`src/rtl/regfile_writeback_pkg.sv`:
```
// Shared sizing constants for the register file and its write-back queue.
package regfile_writeback_pkg;

  localparam int unsigned AddrWidth    = 5;
  localparam int unsigned DataWidth    = 16;
  localparam int unsigned RegDepth     = 32;
  localparam int unsigned WbDepth      = 4;
  localparam int unsigned NumReadPorts = 3;

endpackage

```
`src/rtl/regfile_writeback_if.sv`:
```
// Request and register-file write-port bundle for the write-back block.
interface regfile_writeback_if
  import regfile_writeback_pkg::*;
#(
  parameter int unsigned ADDR_W = AddrWidth,
  parameter int unsigned DATA_W = DataWidth
);

  logic              alu_valid;
  logic [ADDR_W-1:0] alu_addr;
  logic [DATA_W-1:0] alu_data;
  logic              alu_ready;
  logic              ld_valid;
  logic [ADDR_W-1:0] ld_addr;
  logic [DATA_W-1:0] ld_data;
  logic              ld_ready;
  logic [ADDR_W-1:0] write_addr;
  logic [DATA_W-1:0] write_data;
  logic              write_en;

  // Request sources and register-file observer.
  modport master (
    output alu_valid, alu_addr, alu_data, ld_valid, ld_addr, ld_data,
    input  alu_ready, ld_ready, write_addr, write_data, write_en
  );

  // The write-back block.
  modport slave (
    input  alu_valid, alu_addr, alu_data, ld_valid, ld_addr, ld_data,
    output alu_ready, ld_ready, write_addr, write_data, write_en
  );

endinterface

```
`src/rtl/regfile_writeback_wb_fifo.sv`:
```
// In-order write queue with an age-ordered view of every entry (index 0 is the oldest).
module wb_fifo #(
  parameter int unsigned Depth = 4,
  parameter int unsigned AddrW = 5,
  parameter int unsigned DataW = 16
) (
  input  logic                     clk,
  input  logic                     rst,
  input  logic                     push_i,
  input  logic [AddrW-1:0]         push_addr_i,
  input  logic [DataW-1:0]         push_data_i,
  input  logic                     pop_i,
  output logic [AddrW-1:0]         head_addr_o,
  output logic [DataW-1:0]         head_data_o,
  output logic [$clog2(Depth):0]   count_o,
  output logic [Depth*AddrW-1:0]   ent_addr_o,
  output logic [Depth*DataW-1:0]   ent_data_o,
  output logic [Depth-1:0]         ent_valid_o
);

  localparam int unsigned PtrW = $clog2(Depth);
  localparam int unsigned CntW = PtrW + 1;

  logic [AddrW-1:0] addr_q [Depth];
  logic [DataW-1:0] data_q [Depth];
  logic [PtrW-1:0]  wr_ptr_q, wr_ptr_d;
  logic [PtrW-1:0]  rd_ptr_q, rd_ptr_d;
  logic [CntW-1:0]  count_q, count_d;

  // Pointer and occupancy next state; pointers wrap naturally at Depth.
  always_comb begin
    wr_ptr_d = push_i ? wr_ptr_q + PtrW'(1) : wr_ptr_q;
    rd_ptr_d = pop_i  ? rd_ptr_q + PtrW'(1) : rd_ptr_q;
    count_d  = count_q + CntW'(push_i) - CntW'(pop_i);
  end

  // Pointer and occupancy state; reset discards every queued entry.
  always_ff @(posedge clk or posedge rst) begin
    if (rst) begin
      wr_ptr_q <= '0;
      rd_ptr_q <= '0;
      count_q  <= '0;
    end else begin
      wr_ptr_q <= wr_ptr_d;
      rd_ptr_q <= rd_ptr_d;
      count_q  <= count_d;
    end
  end

  // Entry storage; contents outside the valid window are never observed.
  always_ff @(posedge clk) begin
    if (push_i) begin
      addr_q[wr_ptr_q] <= push_addr_i;
      data_q[wr_ptr_q] <= push_data_i;
    end
  end

  // Rotate storage so consumers see entries oldest-first.
  always_comb begin
    ent_addr_o  = '0;
    ent_data_o  = '0;
    ent_valid_o = '0;
    for (int i = 0; i < Depth; i++) begin
      ent_addr_o[i*AddrW +: AddrW] = addr_q[rd_ptr_q + PtrW'(i)];
      ent_data_o[i*DataW +: DataW] = data_q[rd_ptr_q + PtrW'(i)];
      ent_valid_o[i]               = CntW'(i) < count_q;
    end
  end

  assign head_addr_o = addr_q[rd_ptr_q];
  assign head_data_o = data_q[rd_ptr_q];
  assign count_o     = count_q;

endmodule

```
`src/rtl/regfile_writeback.sv`:
```
// Write-back initiator: arbitrates ALU/load writes into a queue, drains one per cycle to the
// register file write port, and reports pending-write hazards with youngest-data forwarding.
module regfile_writeback
  import regfile_writeback_pkg::*;
#(
  parameter int unsigned DEPTH  = WbDepth,
  parameter int unsigned ADDR_W = AddrWidth,
  parameter int unsigned DATA_W = DataWidth
) (
  input  logic              clk,
  input  logic              rst,
  regfile_writeback_if.slave bus,
  input  logic [ADDR_W-1:0] read_addr_1_i,
  input  logic [ADDR_W-1:0] read_addr_2_i,
  input  logic [ADDR_W-1:0] read_addr_3_i,
  output logic              busy_1_o,
  output logic              busy_2_o,
  output logic              busy_3_o,
  output logic [DATA_W-1:0] fwd_data_1_o,
  output logic [DATA_W-1:0] fwd_data_2_o,
  output logic [DATA_W-1:0] fwd_data_3_o,
  output logic              idle_o
);

  localparam int unsigned CntW = $clog2(DEPTH) + 1;

  logic [CntW-1:0]         count;
  logic                    has_room, alu_take, ld_take, push, pop;
  logic [ADDR_W-1:0]       push_addr, head_addr;
  logic [DATA_W-1:0]       push_data, head_data;
  logic [DEPTH*ADDR_W-1:0] ent_addr;
  logic [DEPTH*DATA_W-1:0] ent_data;
  logic [DEPTH-1:0]        ent_valid;

  logic              write_en_q, write_en_d;
  logic [ADDR_W-1:0] write_addr_q, write_addr_d;
  logic [DATA_W-1:0] write_data_q, write_data_d;

  // Arbitration: ALU wins; readiness looks only at current occupancy, not a same-cycle pop.
  always_comb begin
    has_room  = count < CntW'(DEPTH);
    alu_take  = bus.alu_valid & has_room;
    ld_take   = bus.ld_valid & has_room & ~bus.alu_valid;
    push      = alu_take | ld_take;
    push_addr = alu_take ? bus.alu_addr : bus.ld_addr;
    push_data = alu_take ? bus.alu_data : bus.ld_data;
  end

  assign bus.alu_ready = has_room;
  assign bus.ld_ready  = has_room & ~bus.alu_valid;

  // The output stage drains whenever anything is queued.
  assign pop = (count != '0);

  wb_fifo #(
    .Depth (DEPTH),
    .AddrW (ADDR_W),
    .DataW (DATA_W)
  ) u_fifo (
    .clk         (clk),
    .rst         (rst),
    .push_i      (push),
    .push_addr_i (push_addr),
    .push_data_i (push_data),
    .pop_i       (pop),
    .head_addr_o (head_addr),
    .head_data_o (head_data),
    .count_o     (count),
    .ent_addr_o  (ent_addr),
    .ent_data_o  (ent_data),
    .ent_valid_o (ent_valid)
  );

  // Output stage next state: load the head on a pop, otherwise hold address/data.
  always_comb begin
    write_en_d   = pop;
    write_addr_d = write_addr_q;
    write_data_d = write_data_q;
    if (pop) begin
      write_addr_d = head_addr;
      write_data_d = head_data;
    end
  end

  // Registered write port.
  always_ff @(posedge clk or posedge rst) begin
    if (rst) begin
      write_en_q   <= 1'b0;
      write_addr_q <= '0;
      write_data_q <= '0;
    end else begin
      write_en_q   <= write_en_d;
      write_addr_q <= write_addr_d;
      write_data_q <= write_data_d;
    end
  end

  assign bus.write_en   = write_en_q;
  assign bus.write_addr = write_addr_q;
  assign bus.write_data = write_data_q;
  assign idle_o         = ~pop & ~write_en_q;

  // Returns {busy, data}. Scan oldest to newest so the youngest match overwrites; the
  // output stage is the oldest pending write and is checked first.
  function automatic logic [DATA_W:0] youngest_match(
    input logic [ADDR_W-1:0]       raddr,
    input logic                    wen,
    input logic [ADDR_W-1:0]       waddr,
    input logic [DATA_W-1:0]       wdata,
    input logic [DEPTH-1:0]        valid,
    input logic [DEPTH*ADDR_W-1:0] addrs,
    input logic [DEPTH*DATA_W-1:0] datas
  );
    logic [DATA_W:0] res;
    res = '0;
    if (wen && waddr == raddr) res = {1'b1, wdata};
    for (int i = 0; i < DEPTH; i++) begin
      if (valid[i] && addrs[i*ADDR_W +: ADDR_W] == raddr) begin
        res = {1'b1, datas[i*DATA_W +: DATA_W]};
      end
    end
    return res;
  endfunction

  // Three identical hazard/forward ports.
  always_comb begin
    {busy_1_o, fwd_data_1_o} = youngest_match(read_addr_1_i, write_en_q, write_addr_q,
                                              write_data_q, ent_valid, ent_addr, ent_data);
    {busy_2_o, fwd_data_2_o} = youngest_match(read_addr_2_i, write_en_q, write_addr_q,
                                              write_data_q, ent_valid, ent_addr, ent_data);
    {busy_3_o, fwd_data_3_o} = youngest_match(read_addr_3_i, write_en_q, write_addr_q,
                                              write_data_q, ent_valid, ent_addr, ent_data);
  end

endmodule

```
`src/flat_wrapper.sv`:
```
// flat-port wrapper written by rule: the top's interface ports become plain ports
module regfile_writeback_flat import regfile_writeback_pkg::*;
#(
  parameter int unsigned DEPTH  = WbDepth,
  parameter int unsigned ADDR_W = AddrWidth,
  parameter int unsigned DATA_W = DataWidth
)
  (clk, rst, read_addr_1_i, read_addr_2_i, read_addr_3_i, busy_1_o, busy_2_o, busy_3_o, fwd_data_1_o, fwd_data_2_o, fwd_data_3_o, idle_o, bus_alu_valid, bus_alu_addr, bus_alu_data, bus_ld_valid, bus_ld_addr, bus_ld_data, bus_alu_ready, bus_ld_ready, bus_write_addr, bus_write_data, bus_write_en);
  regfile_writeback_if #(.ADDR_W(ADDR_W), .DATA_W(DATA_W)) bus_i ();
  input  logic clk;
  input  logic rst;
  input  logic [ADDR_W-1:0] read_addr_1_i;
  input  logic [ADDR_W-1:0] read_addr_2_i;
  input  logic [ADDR_W-1:0] read_addr_3_i;
  output logic busy_1_o;
  output logic busy_2_o;
  output logic busy_3_o;
  output logic [DATA_W-1:0] fwd_data_1_o;
  output logic [DATA_W-1:0] fwd_data_2_o;
  output logic [DATA_W-1:0] fwd_data_3_o;
  output logic idle_o;
  input wire logic [$bits(bus_i.alu_valid)-1:0] bus_alu_valid;
  input wire logic [$bits(bus_i.alu_addr)-1:0] bus_alu_addr;
  input wire logic [$bits(bus_i.alu_data)-1:0] bus_alu_data;
  input wire logic [$bits(bus_i.ld_valid)-1:0] bus_ld_valid;
  input wire logic [$bits(bus_i.ld_addr)-1:0] bus_ld_addr;
  input wire logic [$bits(bus_i.ld_data)-1:0] bus_ld_data;
  output wire logic [$bits(bus_i.alu_ready)-1:0] bus_alu_ready;
  output wire logic [$bits(bus_i.ld_ready)-1:0] bus_ld_ready;
  output wire logic [$bits(bus_i.write_addr)-1:0] bus_write_addr;
  output wire logic [$bits(bus_i.write_data)-1:0] bus_write_data;
  output wire logic [$bits(bus_i.write_en)-1:0] bus_write_en;
  assign bus_i.alu_valid = bus_alu_valid;
  assign bus_i.alu_addr = bus_alu_addr;
  assign bus_i.alu_data = bus_alu_data;
  assign bus_i.ld_valid = bus_ld_valid;
  assign bus_i.ld_addr = bus_ld_addr;
  assign bus_i.ld_data = bus_ld_data;
  assign bus_alu_ready = bus_i.alu_ready;
  assign bus_ld_ready = bus_i.ld_ready;
  assign bus_write_addr = bus_i.write_addr;
  assign bus_write_data = bus_i.write_data;
  assign bus_write_en = bus_i.write_en;
  regfile_writeback #(.DEPTH(DEPTH), .ADDR_W(ADDR_W), .DATA_W(DATA_W)) u_core (.clk(clk), .rst(rst), .bus(bus_i), .read_addr_1_i(read_addr_1_i), .read_addr_2_i(read_addr_2_i), .read_addr_3_i(read_addr_3_i), .busy_1_o(busy_1_o), .busy_2_o(busy_2_o), .busy_3_o(busy_3_o), .fwd_data_1_o(fwd_data_1_o), .fwd_data_2_o(fwd_data_2_o), .fwd_data_3_o(fwd_data_3_o), .idle_o(idle_o));
endmodule
```
`config.mk`:
```
export PLATFORM = sky130hd
export DESIGN_NAME = regfile_writeback_flat
export DESIGN_NICKNAME = d
export VERILOG_FILES = /design/src/rtl/regfile_writeback_pkg.sv /design/src/rtl/regfile_writeback_if.sv /design/src/rtl/regfile_writeback_wb_fifo.sv /design/src/rtl/regfile_writeback.sv /design/src/flat_wrapper.sv
export SDC_FILE = /design/constraint.sdc
export NUM_CORES = 1
export LEC_CHECK = 0
export CAP_MARGIN = 20
export CORE_MARGIN = 2
export CORE_UTILIZATION = 55
export DETAILED_ROUTE_END_ITERATION = 10
export HOLD_SLACK_MARGIN = 0.02
export PLACE_DENSITY = 0.81
export SLEW_MARGIN = 20
export SYNTH_ARGS = -nofsm -noshare
export SYNTH_HDL_FRONTEND = slang
export SYNTH_SLANG_ARGS = --single-unit
```
`constraint.sdc`:
```
create_clock -name clk -period 5.5 [get_ports clk]
set_input_delay 1.1 -clock clk [delete_from_list [all_inputs] [get_ports clk]]
set_output_delay 1.1 -clock clk [all_outputs]
set_load 0.01 [all_outputs]
```
==> metrics.md, run 1 <==
| Metric | Value |
|---|---|
| Outcome | `completed` |
| Worst-Margin Slew | `1.065 ns` |
| Power per standard cell area | `632.1 nW/um^2` |
| Final setup fails | `0` |
| Drt pass-1 iters | `6` |
| Fraction of layout cells with a size suffix above 1 | `0.2460` |
| Hold path cells | `1` |
| Fin. Hold Viols | `0` |
| Synthesized instance count | `745` |
| CP Data Arrival Time | `4.26 ns` |
| Initial DRC count | `1092` |
| Layer with the highest usage | `met2` |
| CTS clk-pin slew, worst paths | `0.06 ns` |
| GRT Util Overall | `0.3624` |
| Clk buf depth | `2` |
| Kind of critical path | `in2out` |
| Gpl congestion | `1.029` |
| Antenna violations before repair | `0` |
| Cell area after layout | `11020 um^2` |
| Post-Place Cell Area | `10430 um^2` |
| Synth Register Bits | `113` |
| Avg Inst Size Synth | `12.00 um^2` |
| Number of fillers in the final layout | `1115` |
| Number of port buffers | `136` |
| Fmax | `186.4 MHz` |
| First-pass GRT wire length | `47.06 mm` |
| Via density | `7.193` |
| CTS Buf Count | `17` |
| Dominant cell type by area after synthesis | `edfxtp_1` |
| Total congestion overflow | `0` |
| Die W | `131.5 um` |
| Synth area leaders | `edfxtp_1 28%, mux4_2 20%, dfrtp_1 8.1%` |
| Synth Flop Type | `edfxtp_1` |
| VDD IR-drop max | `0.4721 mV` |
| Depth of the CTS H-tree | `4` |
| DRC Markers | `0` |
| Routing usage on met3 | `0.1011` |
| Wire per inst | `28.57 um` |
| Reg2reg path depth | `4` |
| Vias | `7812` |
| Multi-input logic area | `5291 um^2` |
| Die height | `131.5 um` |
| Max-slew violations | `0` |
| I/O pin cnt | `137` |
| Hold path endpoint | `u_core.u_fifo.count_o[0]` |
| EDFF count, synth | `84` |
| PnR Total Power | `6966 uW` |
| M2 GR Usage | `0.5393` |
| Register area share after synthesis | `0.3632` |
| Fin nets | `927` |
| Core area | `15890 um^2` |
| Largest net degree at the start of global routing | `67` |
| Slew HR | `0.2898` |
| Sequential Area | `3256 um^2` |
| Post-synth top area share | `0.2821` |
| Clk sinks | `113` |
| Final period util | `0.9754` |
| Site Rows | `46` |
| Hold slack | `0.5870 ns` |
| Root Driver | `clkbuf_16` |
| Ys async rst share | `0.2566` |
| CP endpoint kind | `primary output` |
| P_leak | `0.003642 uW` |
| Final Skew | `0.004655 ns` |
| HP Class | `reg2reg` |
| Sum Neg Setup Slack | `0 ns` |
| DIE AREA | `17290 um^2` |
| Critical Path RT | `4.40 ns` |
| Final WL | `31.03 mm` |
| Critical path startpoint category | `primary input` |
| Hold_sp | `u_core.u_fifo.count_o[0]` |
| Vias in the first global route | `7545` |
| Worst reg2reg setup slack | `2.90 ns` |
| Antenna diodes | `0` |
| Synth Warn # | `0` |
| Mapped Nets | `815` |
| Worst-Skew Late Latency | `0.42 ns` |
| Max cap viols | `0` |
| FF-to-FF Start | `u_core.u_fifo.rd_ptr_q[1]` |
| Clock period minus worst slack | `5.365 ns` |
| CTS tree | `done` |
| Starting density of the core | `0.5629` |
| RSZ-0062 raised after global routing | `no` |
| Final HPWL DP | `22.24 mm` |
| Maximum fanout along the worst path | `10` |
| Met1 usage | `0.5276` |
| Area growth syn-to-layout | `23.24%` |
| Synthesized area | `8942 um^2` |
| Antenna-violating nets left | `0` |
| Count of cell types in the netlist | `54` |
| Critical R2R Capture | `u_core.bus.write_data[15]` |
## worst max-delay path, cell delays in order
cell,delay (ns)
clkdlybuf4s50_1,0.58
xor2_1,0.22
nor4_1,0.35
nand3_1,0.19
a41oi_2,0.42
buf_4,0.26
a221oi_1,0.11
o311ai_1,0.41
clkdlybuf4s50_1,0.63
## sequential cells by signal (all words and copies together), names as in the netlist
register	count
u_core.u_fifo.rd_ptr_q	2
u_core.u_fifo.data_q	64
u_core.bus.write_data	16
u_core.bus.write_addr	5
u_core.u_fifo.count_o	3
u_core.u_fifo.addr_q	20
u_core.bus.write_en	1
u_core.u_fifo.wr_ptr_q	2
## cell usage after synthesis, drive strengths merged (2+ instances only)
cell type and instances:
buf 35, dfrtp 29, o311ai 45, nand4 6, inv 9, mux2i 11, xnor2 54, and3 2
or2 4, xor2 25, a221o 2, nor2b 3, o32ai 2, nand2 61, and2 5, nor2 51
o21ai 7, mux4 80, a41oi 2, or3 2, a21oi 2, a211o 2, or4 2, edfxtp 84
nor3 22, nand3 51, and4 2, mux2 43, nor4 7, ha 8, a221oi 46, clkbuf 38
## kinds of logic (layout without fill, tap and decap cells)
| logic type | after synthesis | count (layout) | synth area share |
|---|---|---|---|
| flops | 113 | 113 | 0.3632 |
| buf+inv | 82 | 207 | 0.04561 |
| simple gates | 218 | 218 | 0.1174 |
| xor+xnor | 79 | 79 | 0.07737 |
| mux | 134 | 134 | 0.2684 |
| fa+ha+maj | 9 | 9 | 0.01343 |
| compound gates | 110 | 110 | 0.1146 |
## metal layers
layer | up-vias | wire, um
met2 | 610 | 14020
met5 | - | 0
met4 | 0 | 631
li1 | 3205 | -
met3 | 63 | 3696
met1 | 3934 | 12690
## worst max path at each step
stage	start	endpoint	slack, ns
global route	read_addr_2_i[3]	fwd_data_2_o[10]	0.04
floorplan	read_addr_1_i[2]	fwd_data_1_o[4]	1.41
CTS	u_core.u_fifo.rd_ptr_q[0]	fwd_data_3_o[6]	0.16
detailed placement	read_addr_2_i[3]	fwd_data_2_o[10]	0.20
finish	read_addr_2_i[3]	fwd_data_2_o[8]	0.14
global placement	read_addr_2_i[3]	fwd_data_2_o[10]	0.21
## through the flow
step	setup slack (ns)	std cells	util
3_5_place_dp	0.1972	1053	0.6563
2_1_floorplan	1.408	745	-
4_1_cts	0.1574	1085	0.6917
6_report	0.1353	1086	0.6938
5_1_grt	0.04500	1086	0.6938
3_3_place_gp	0.2127	1053	0.6563
## area by class of cell
| class | count | share of cell area |
|---|---|---|
| multi-input cells | 550 | 0.4801 |
| flip-flops and latches | 113 | 0.2954 |
| repair buffers | 166 | 0.1458 |
| clock buffers | 18 | 0.03894 |
| well taps | 216 | 0.02452 |
| clock inverters | 14 | 0.01215 |
| inverters | 9 | 0.003065 |
## timing repair
item	4_1_cts	5_1_grt
hold endpoints to repair	0	0
resized for setup	0	0
setup buffers	0	1
hold buffers	0	0
endpoints found under the setup margin	0	2
## where the power goes
part / switching [uW] / internal [uW]
clock network: 440 / 626
logic: 2280 / 2000
registers: 391 / 1230
total: 3110 / 3860
## placed cells by master (no fill, tap or decap), types with 2 or more instances in the layout
cell,Yosys,layout
clkdlybuf4s50_1,0,136
edfxtp_1,84,84
mux4_2,79,79
nand2_1,60,60
xnor2_1,54,54
nand3_1,51,51
nor2_1,48,48
a221oi_1,44,44
mux2_2,43,43
buf_4,4,29
dfrtp_1,29,27
o311ai_1,26,26
xor2_1,25,25
nor3_1,20,20
clkbuf_16,0,17
mux2i_1,11,11
o311ai_0,11,11
inv_1,9,9
o311ai_2,8,8
ha_1,8,8
nor4_1,6,6
nand4_1,6,6
o21ai_0,5,5
clkinvlp_4,0,5
and2_2,0,4
inv_6,0,4
nor2b_1,3,3
or2_2,3,3
clkinv_4,0,3
a21oi_1,2,2
a221oi_2,2,2
o32ai_1,2,2
and4_1,2,2
a41oi_2,2,2
a221o_1,2,2
nor2_2,2,2
and3_1,2,2
a211o_1,2,2
or3_1,2,2
dfrtp_4,0,2
No activity file was read; power rests on OpenSTA's default activity.
==> run 2, diff against run 1 <==
Settings changed: CORE_UTILIZATION 55 to 50, CTS_CLUSTER_SIZE set to 10, PLACE_DENSITY 0.81 to 0.78.
Clock period 5.5 ns to 4.6 ns, I/O delays scaled along.
==> metrics.md, run 2 (synthesis results as in run 1) <==
| Metric | Value |
|---|---|
| First-pass GRT wire length | `42.45 mm (-9.8%)` |
| Critical path startpoint category | `primary input` |
| Core area | `17420 um^2 (+9.6%)` |
| Most used cell, CP | `clkdlybuf4s50_1` |
| Vias | `7812 (unchanged)` |
| Root Driver | `clkbuf_16` |
| Worst-Margin Slew | `0.8899 ns (-0.1753 ns)` |
| Biggest cell delay along the critical path | `0.53 ns (-0.10 ns)` |
| Max-slew violations | `0 (unchanged)` |
| VDD IR-drop max | `0.3701 mV (-22%)` |
| Drt pass-1 iters | `7 (+1)` |
| Crit path max-delay family | `buffers and inverters` |
| DIE AREA | `18970 um^2 (+9.7%)` |
| Max cap viols | `0 (unchanged)` |
| Hold-fix buffers, CTS | `0 (unchanged)` |
| Final setup fails | `0 (unchanged)` |
| Outcome | `completed` |
| Clk buf depth | `2 (unchanged)` |
| Number of port buffers | `136 (unchanged)` |
| Maximum fanout along the worst path | `16 (+6)` |
| Critical path buffers and inverters | `4 (+1)` |
| Worst-path cell chain | `clkdlybuf4s50_1 > xor2_1 > nor4_1 > nand3_1 > a41oi_2 > buf_12 > a221oi_1 > o311ai_0 > buf_4 > clkdlybuf4s50_1` |
| Final period util | `0.9965` |
| Worst-Skew Late Latency | `0.42 ns (about the same)` |
| Gpl congestion | `1.028 (-0.15%)` |
| CTS Buf Count | `17 (unchanged)` |
| CP endpoint kind | `primary output` |
| Die W | `137.7 um (+4.7%)` |
| Fmax | `218.2 MHz` |
| Antenna diodes | `0 (unchanged)` |
| Largest register by flop count | `u_core.u_fifo.data_q` |
| Critical Path RT | `3.68 ns (-0.72 ns)` |
| Starting density of the core | `0.5134 (-0.04950)` |
| CTS tree | `done` |
| CP Data Arrival Time | `3.66 ns (-0.60 ns)` |
| Slowest CP cell | `clkdlybuf4s50_1` |
| Antenna-violating nets left | `0 (unchanged)` |
| Largest net degree at the start of global routing | `37 (-45%)` |
| Area growth syn-to-layout | `30.01%` |
| Clock period minus worst slack | `4.584 ns` |
| Site Rows | `48 (+4.3%)` |
| Depth of the CTS H-tree | `4 (unchanged)` |
| P_leak | `0.004047 uW (+11%)` |
| Wire per inst | `24.33 um (-15%)` |
| Final WL | `27.98 mm (-9.8%)` |
| Kind of critical path | `in2out` |
| Via density | `6.793 (-5.6%)` |
| Fraction of layout cells with a size suffix above 1 | `0.2876 (+0.04159)` |
| Max reg flops | `64 (unchanged)` |
| Final HPWL DP | `20.33 mm (-8.6%)` |
| Final Skew | `0.009839 ns (+0.005184 ns)` |
| Slew HR | `0.4053 (+0.1155)` |
| I/O pin cnt | `137 (unchanged)` |
| Antenna violations before repair | `0 (unchanged)` |
| Vias in the first global route | `7375 (-2.3%)` |
| CTS clk-pin slew, worst paths | `0.05 ns (about the same)` |
| Initial DRC count | `1352 (+24%)` |
| DRC Markers | `0 (unchanged)` |
| Clk sinks | `113 (unchanged)` |
| Total congestion overflow | `0 (unchanged)` |
| Commonest cells after routing, fill and taps aside | `132 x clkdlybuf4s50_1, 84 x edfxtp_1, 79 x mux4_2` |
| Power per standard cell area | `734.4 nW/um^2 (+16%)` |
| GRT Util Overall | `0.3018 (-0.06059)` |
| Fin nets | `982 (+5.9%)` |
| Leading cell type in the layout, fill and taps excluded | `clkdlybuf4s50_1` |
| Sum Neg Setup Slack | `0 ns (unchanged)` |
| Die height | `137.7 um (+4.7%)` |
| HP Class | `reg2reg` |
| Fin util | `0.6675 (-0.02623)` |
| Fin. Hold Viols | `0 (unchanged)` |
-- run 2: changes by cell type in the layout (fill, tap and decap cells not counted), sizes merged, moves of 3 or more --
cell / change
dlymetal6s2s: +4
inv: -3
bufinv: +3
clkinvlp: -3
buf: +55
clkdlybuf4s50: -4
-- run 2: metrics by stage --
stage	setup slack (ns)	power [uW]	hold slack, ns	cells	cell area, um^2
final	0.01622	8539	0.5366	1150	11630
after global routing	-0.003385	8895	0.5571	1150	11630
after CTS	0.03112	8388	0.5398	1143	11540
after detailed placement	0.05709	6878	0.5276	1104	10860
after global placement	0.01108	6807	0.5229	1104	10860
after floorplan	0.8676	5005	0.5009	745	8942
-- run 2: power breakdown --
group	switching [uW]	internal [uW]
combinational	2700	2590
clock	483	906
sequential	388	1470
total	3580	4960
-- run 2: timing repair --
| action | CTS | global route |
|---|---|---|
| endpoints found under the setup margin | 26 | 24 |
| buffers inserted | 7 | 7 |
| pin swaps | 0 | 1 |
| gates resized for setup | 0 | 15 |
-- run 2: cell type report --
type / instances / area, um^2
repair buffers: 221 / 2126
well taps: 225 / 281.5
fillers: 1251 / 5791
flip-flops and latches: 113 / 3256
clock buffers: 19 / 432.9
inverters: 9 / 33.78
clock inverters: 13 / 186.4
multi-input cells: 550 / 5310
-- run 2: worst paths after layout --
kind / start / endpoint / slack, ns / cells past startpoint
setup reg to reg: u_core.u_fifo.count_o[2] / u_core.u_fifo.count_o[2] / 2.17 / 8
min in group asynchronous: rst / u_core.u_fifo.rd_ptr_q[0] / 0.90 / 3
setup / recovery: read_addr_2_i[2] / fwd_data_2_o[1] / 0.02 / 10
max in group asynchronous: rst / u_core.u_fifo.rd_ptr_q[1] / 3.38 / 3
hold reg to reg: u_core.u_fifo.count_o[0] / u_core.u_fifo.count_o[0] / 0.54 / 1
hold / removal: u_core.u_fifo.count_o[0] / u_core.u_fifo.count_o[0] / 0.54 / 1
-- run 2: layer usage --
metal | global-route usage | routed length [um] | up-vias
met4 | 0.09864 | 767 | 0
li1 | - | - | 3311
met3 | 0.08241 | 3698 | 78
met1 | 0.4433 | 11230 | 3770
met5 | 0 | 0 | -
met2 | 0.4345 | 12280 | 653
